===== config.mk =====
export PLATFORM = sky130hd
export DESIGN_NAME = arb_mux_n_way
export DESIGN_NICKNAME = d
export VERILOG_FILES = /design/src/rtl/arb_mux_n_way.sv
export SDC_FILE = /design/constraint.sdc
export NUM_CORES = 1
export LEC_CHECK = 0
export ABC_CLOCK_PERIOD_IN_PS = 5700
export CORE_MARGIN = 10
export CORE_UTILIZATION = 40
export DETAILED_ROUTE_END_ITERATION = 10
export GPL_TIMING_DRIVEN = 0
export PLACE_DENSITY = 0.82
export SKIP_CTS_REPAIR_TIMING = 1
export SYNTH_ARGS = -nofsm -noshare
export SYNTH_HDL_FRONTEND = slang
export SYNTH_SLANG_ARGS = --single-unit

===== constraint.sdc =====
create_clock -name clk -period 5.7 [get_ports clk]
set_input_delay 0.57 -clock clk [delete_from_list [all_inputs] [get_ports clk]]
set_output_delay 0.57 -clock clk [all_outputs]
set_load 0.02 [all_outputs]

===== src/rtl/arb_mux_n_way.sv =====
// N-way arbitrating mux with fixed-select or round-robin grant feeding a single
// registered output stage with valid/ready handshaking on both sides.
module arb_mux_n_way #(
    parameter int WIDTH = 16,
    parameter int WAYS  = 8,
    parameter int SEL_W = $clog2(WAYS)
) (
    input  logic                   clk,
    input  logic                   reset,
    input  logic [WAYS*WIDTH-1:0]  in_data,
    input  logic [WAYS-1:0]        in_valid,
    output logic [WAYS-1:0]        in_ready,
    input  logic                   mode,
    input  logic [SEL_W-1:0]       select,
    output logic [WIDTH-1:0]       out_data,
    output logic [SEL_W-1:0]       out_chan,
    output logic                   out_valid,
    input  logic                   out_ready
);

    logic [WIDTH-1:0] out_data_q, out_data_d;
    logic [SEL_W-1:0] out_chan_q, out_chan_d;
    logic             out_valid_q, out_valid_d;
    logic [SEL_W-1:0] ptr_q, ptr_d;

    logic [WIDTH-1:0] chan_data [WAYS];
    logic             gnt_valid;
    logic [SEL_W-1:0] gnt_idx;
    logic             load_en;
    logic             xfer;

    generate
        for (genvar gi = 0; gi < WAYS; gi++) begin : g_chan
            assign chan_data[gi] = in_data[gi*WIDTH +: WIDTH];
            assign in_ready[gi]  = xfer && (gnt_idx == SEL_W'(gi));
        end
    endgenerate

    // Round-robin scans ptr+1 .. ptr+WAYS; the index wraps naturally since WAYS is a power of two.
    always_comb begin
        logic [SEL_W-1:0] cand;
        gnt_valid = 1'b0;
        gnt_idx   = '0;
        cand      = '0;
        if (!mode) begin
            gnt_idx   = select;
            gnt_valid = in_valid[select];
        end else begin
            for (int k = 1; k <= WAYS; k++) begin
                cand = ptr_q + SEL_W'(k);
                if (!gnt_valid && in_valid[cand]) begin
                    gnt_valid = 1'b1;
                    gnt_idx   = cand;
                end
            end
        end
    end

    assign load_en = !out_valid_q || out_ready;
    assign xfer    = gnt_valid && load_en && !reset;

    always_comb begin
        out_data_d  = out_data_q;
        out_chan_d  = out_chan_q;
        out_valid_d = out_valid_q;
        ptr_d       = ptr_q;
        if (xfer) begin
            out_data_d  = chan_data[gnt_idx];
            out_chan_d  = gnt_idx;
            out_valid_d = 1'b1;
            ptr_d       = gnt_idx;
        end else if (out_valid_q && out_ready) begin
            out_valid_d = 1'b0;
        end
    end

    // ptr resets to WAYS-1 so the first round-robin search begins at channel 0.
    always_ff @(posedge clk or posedge reset) begin
        if (reset) begin
            out_data_q  <= '0;
            out_chan_q  <= '0;
            out_valid_q <= 1'b0;
            ptr_q       <= SEL_W'(WAYS - 1);
        end else begin
            out_data_q  <= out_data_d;
            out_chan_q  <= out_chan_d;
            out_valid_q <= out_valid_d;
            ptr_q       <= ptr_d;
        end
    end

    assign out_data  = out_data_q;
    assign out_chan  = out_chan_q;
    assign out_valid = out_valid_q;

endmodule


### Yosys cells after proc, flatten, opt, wreduce, memory -nomap -nowiden

Cells that the tools add are included.

* order comparisons: 10
* equal/unequal tests: 7
* mux-type cells: 48
* $add $sub $neg: 7
* reductions and logical operators: 30
* bitwise operators: 1

Operator list (number)
* $bmux W16 S3: 1
* $lt A3 B4 Y1 const B: 9
* $mux W16: 2
* $bmux W1 S3: 9
* $mux W1: 27
* $mux W3: 9
* $logic_and A1 B1 Y1: 18
* $add A3 B3 Y3 const B: 4
* $eq A3 B3 Y1 const B: 4
* $logic_not A1 Y1: 9
* $add A3 B2 Y3 const B: 2
* $eq A3 B2 Y1 const B: 2
* $ge A4 B4 Y1 const B: 1
* $not A3 Y4: 1
* $add A3 B1 Y3 const B: 1
* $eq A3 B1 Y1 const B: 1
* $logic_not A3 Y1: 1
* $reduce_bool A2 Y1: 1
* $logic_or A1 B1 Y1: 1

* output and inout bits: 28
* register bits: 23
* input bits: 143
* word-level logic and storage cells: 107

### Depth between registers and ports, before layout

* depth after elaboration: 37
* depth in mapped cells: 17
* depth with buffers taken out: 11

### Least setup slack after synthesis

Ideal clock, no wire load.

* path type: flip-flop to output port
* start: reg ptr_q[0]
* end: out in_ready[3]
* path slack: 0.971 ns
* required time: 5.130 ns
* stages on the path, launching flop included: 15
* buffers on the path: 4
* data arrival time: 4.159 ns
* cell sequence: dfstp_2 > buf_2 > buf_2 > clkinv_1 > ha_1 > xor2_4 > mux2_4 > a221oi_4 > nor4_4 > a31oi_1 > o211ai_2 > or2_1 > buf_4 > buf_4 > nor2b_1

* word-level cells in the longest chain between the ends: 36
* elaborated cells on any way between the ends: 66
* classes of those cells: add/sub (7); eq/ne (1); mux (41); reduce/logical (17)

Ends and longest elaborated chain
* start: declaration: RTL line 24 `logic [SEL_W-1:0] ptr_q, ptr_d;`
* start signal: assignment: RTL line 83 `ptr_q <= SEL_W'(WAYS - 1);`
* start signal: assignment: RTL line 88 `ptr_q <= ptr_d;`
* branches (longest 35 deep; another with $add A3 B1 Y3)
* $logic_and A1 B1 Y1 *: RTL line 35 `assign in_ready[gi] = xfer && (gnt_idx == SEL_W'(gi));`
* end: declaration: RTL line 12 `output logic [WAYS-1:0] in_ready,`

Every way passes the cells marked *. The select of a mux whose other input is x is not followed.

### Worst setup path after layout

* start: reg ptr_q[0]
* end: out in_ready[6]

Same word-level chain as after synthesis.

==> flow_summary.ini <==
[setup_path]
path_class = reg -> out
worstSetupEndpointType = output pin
worstPathMaxFanout = 10
cp_data_required_time_ns = 5.13
arrival_ns = 4.79
startpoint_type = flip-flop

[timing]
finalClockSkew_ns = 0.00651
tns_ns = 0
fmax_mhz = 186
grt_setup_unrepaired = no
slew_viol_final = 0
slew_headroom_pct = 36.5
period_share_pct = 94.1
finalSetupViolCount = 0
tightest_slew_ns = 0.951
hold_viol = 0
period_minus_slack_ns = 5.36

[cells_and_area]
finish.instance_area_sq_um = 5150
fin_util_pct = 67.0
layout_commonest_cell = clkdlybuf4s50_1
nets = 679
final_cell_mix = clkdlybuf4s50_1 (160), mux2i_1 (77), nor2_1 (33), nand2_1 (30), o21ai_0 (22)
drive_gt1_share_pct = 14.1
syn_to_final_growth_pct = 64.4

[logic_synthesis]
postSynth.asyncResetShare_pct = 100
yosys_warnings = 0
ys_seq_elements = 23
ys.flop_type = dfrtp_1
avgSynthCellArea_sq_um = 8.85
netlist_instances = 354
syn-cell-area_sq_um = 3130
synth-edff-count = 0
seq_area_frac_synth_pct = 18.5
ys_types = 62
syn_nets = 499

[route]
vias = 3681
drt-wirelength-per-cell_um = 21.3
remaining_drc_errors = 0
drt_iter0_markers = 133
ant_nets = 0
drt-total-wl_um = 13500
dr.pass1.iters = 5
via_per_inst = 5.79

[clocking]
clk_pin_slew_ns = 0.09
htreeDepth = 1
cts_buffers = 3
clkLatencyLatePin_ns = 0.27
max-clock-path-buffers = 2
root_buffer = clkbuf_8
cts_tree = built
cts_num_sinks = 23

[placement]
gp_congestion = 0.904
io_buffers = 168
post_dp_cell_area_sq_um = 4940
dp_hpwl_um = 11300

[power_and_ir_drop]
p_int_mw = 1.35
power.switching_mw = 1.31
switching_share_pct = 49.2
power_leakage_nw = 2.35
finalPower_mw = 2.67
clockPowerShare_pct = 3.9
p_per_area_nw_per_um2 = 518
peakVddDrop_uv = 274
p_seq_share_pct = 11.1
power_frac_comb_pct = 84.9

[hold_path]
min-delay-path-class = reg -> reg

[global_route]
antenna_found_initial = 1
grt-ovfl-total = 0
grt_max_degree = 24
grt_pass1_wl_um = 20400
first_global_vias = 3871
track_usage_pct = 21.6

[floorplan]
ios = 171
dieArea_sq_um = 11800
die_y_um = 108
initial_core_util_pct = 40.7
die_w_um = 108
num_rows = 32
fp.coreArea_sq_um = 7690

[job]
drv_cap = 0

[outcome]
status = complete, no violations
## registers in the layout, summed over array words and instances (netlist names)
name and count:
out_data 16, ptr_q 3, out_chan 3, out_valid 1
## kinds of logic (layout without fill, tap and decap cells)
logic type | after synthesis | in the layout | share of synthesized area [%]
xor+xnor | 3 | 3 | 1.68
mux | 100 | 100 | 37.3
other cells | 0 | 1 | 0
buf+inv | 37 | 216 | 6.11
compound gates | 82 | 82 | 18.7
fa+ha+maj | 2 | 2 | 0.799
flops | 23 | 23 | 18.5
simple gates | 107 | 107 | 16.9
## Yosys cell counts, drive strengths merged, types with 5 or more instances
| library cell | number | area share, % |
|---|---|---|
| inv | 8 | 0.96 |
| dfrtp | 20 | 16 |
| o21ai | 26 | 4.2 |
| mux4 | 12 | 8.6 |
| mux2 | 10 | 3.7 |
| nor3 | 5 | 0.80 |
| clkbuf | 7 | 0.84 |
| mux2i | 78 | 25 |
| or3 | 16 | 3.2 |
| nand2 | 30 | 3.6 |
| buf | 20 | 4.1 |
| nand3 | 6 | 1.1 |
| a221oi | 6 | 2.4 |
| nor2 | 33 | 4.0 |
| o22ai | 17 | 3.4 |
## power groups by stage
stage          Clock [mW]  Sequential (mW)  Combinational [mW]
2_1_floorplan           0            0.374                1.42
3_3_place_gp            0            0.295                2.06
3_5_place_dp            0            0.300                2.10
4_1_cts             0.106            0.297                2.11
5_1_grt             0.114            0.309                2.42
6_report            0.105            0.297                2.27
## stage by stage
step / hold slack, ns / setup slack (ns) / std cells
after global placement: 0.465 / -0.246 / 624
after global routing: 0.535 / 0.139 / 636
after floorplan: 0.570 / 0.971 / 354
final: 0.502 / 0.337 / 636
after CTS: 0.510 / -0.559 / 628
after detailed placement: 0.490 / -0.273 / 624
## worst max-delay path, stage by stage, from the launching register on
cell	delay, ns
dfstp_2	0.54
buf_2	0.23
buf_4	0.25
clkinvlp_4	0.21
ha_1	0.35
buf_4	0.19
buf_2	0.27
mux4_2	0.38
a221oi_1	0.31
nor2_1	0.16
o31ai_2	0.37
a2111oi_4	0.09
o21ai_1	0.36
nand3b_4	0.20
buf_2	0.24
nor2_1	0.12
dlymetal6s2s_1	0.28
## worst paths after layout
path	start	end	slack (ns)	cells past startpoint
worst max register to register	ptr_q[0]$_DFFE_PP1P_	out_data[13]$_DFFE_PP0P_	0.62	16
worst min register to register	out_chan[2]$_DFFE_PP0P_	out_chan[2]$_DFFE_PP0P_	0.50	1
worst min-delay path	out_chan[2]$_DFFE_PP0P_	out_chan[2]$_DFFE_PP0P_	0.50	1
worst max-delay path	ptr_q[0]$_DFFE_PP1P_	in_ready[6]	0.34	16
max in group asynchronous	reset	out_chan[1]$_DFFE_PP0P_	4.28	2
min in group asynchronous	reset	out_valid$_DFFE_PP0P_	0.84	2
## layer usage
metal / track usage (%) / vias to the layer above / share of wire [%]
li1: - / 1701 / -
met2: 37.7 / 204 / 51
met1: 23.5 / 1743 / 35
met3: 8.33 / 33 / 10
met5: 0 / - / 0
met4: 7.16 / 0 / 3.9
## final cells by class
| class | count | area, sq um |
|---|---|---|
| diodes | 1 | 2.50 |
| plain buffers | 25 | 149 |
| clock buffers | 3 | 41.3 |
| clock inverters | 1 | 5.00 |
| fillers | 657 | 2540 |
| inverters | 10 | 41.3 |
| multi-input cells | 294 | 2430 |
| flip-flops and latches | 23 | 579 |
| well taps | 102 | 128 |
| repair buffers | 177 | 1770 |
Power figures use the tool's default switching activity.
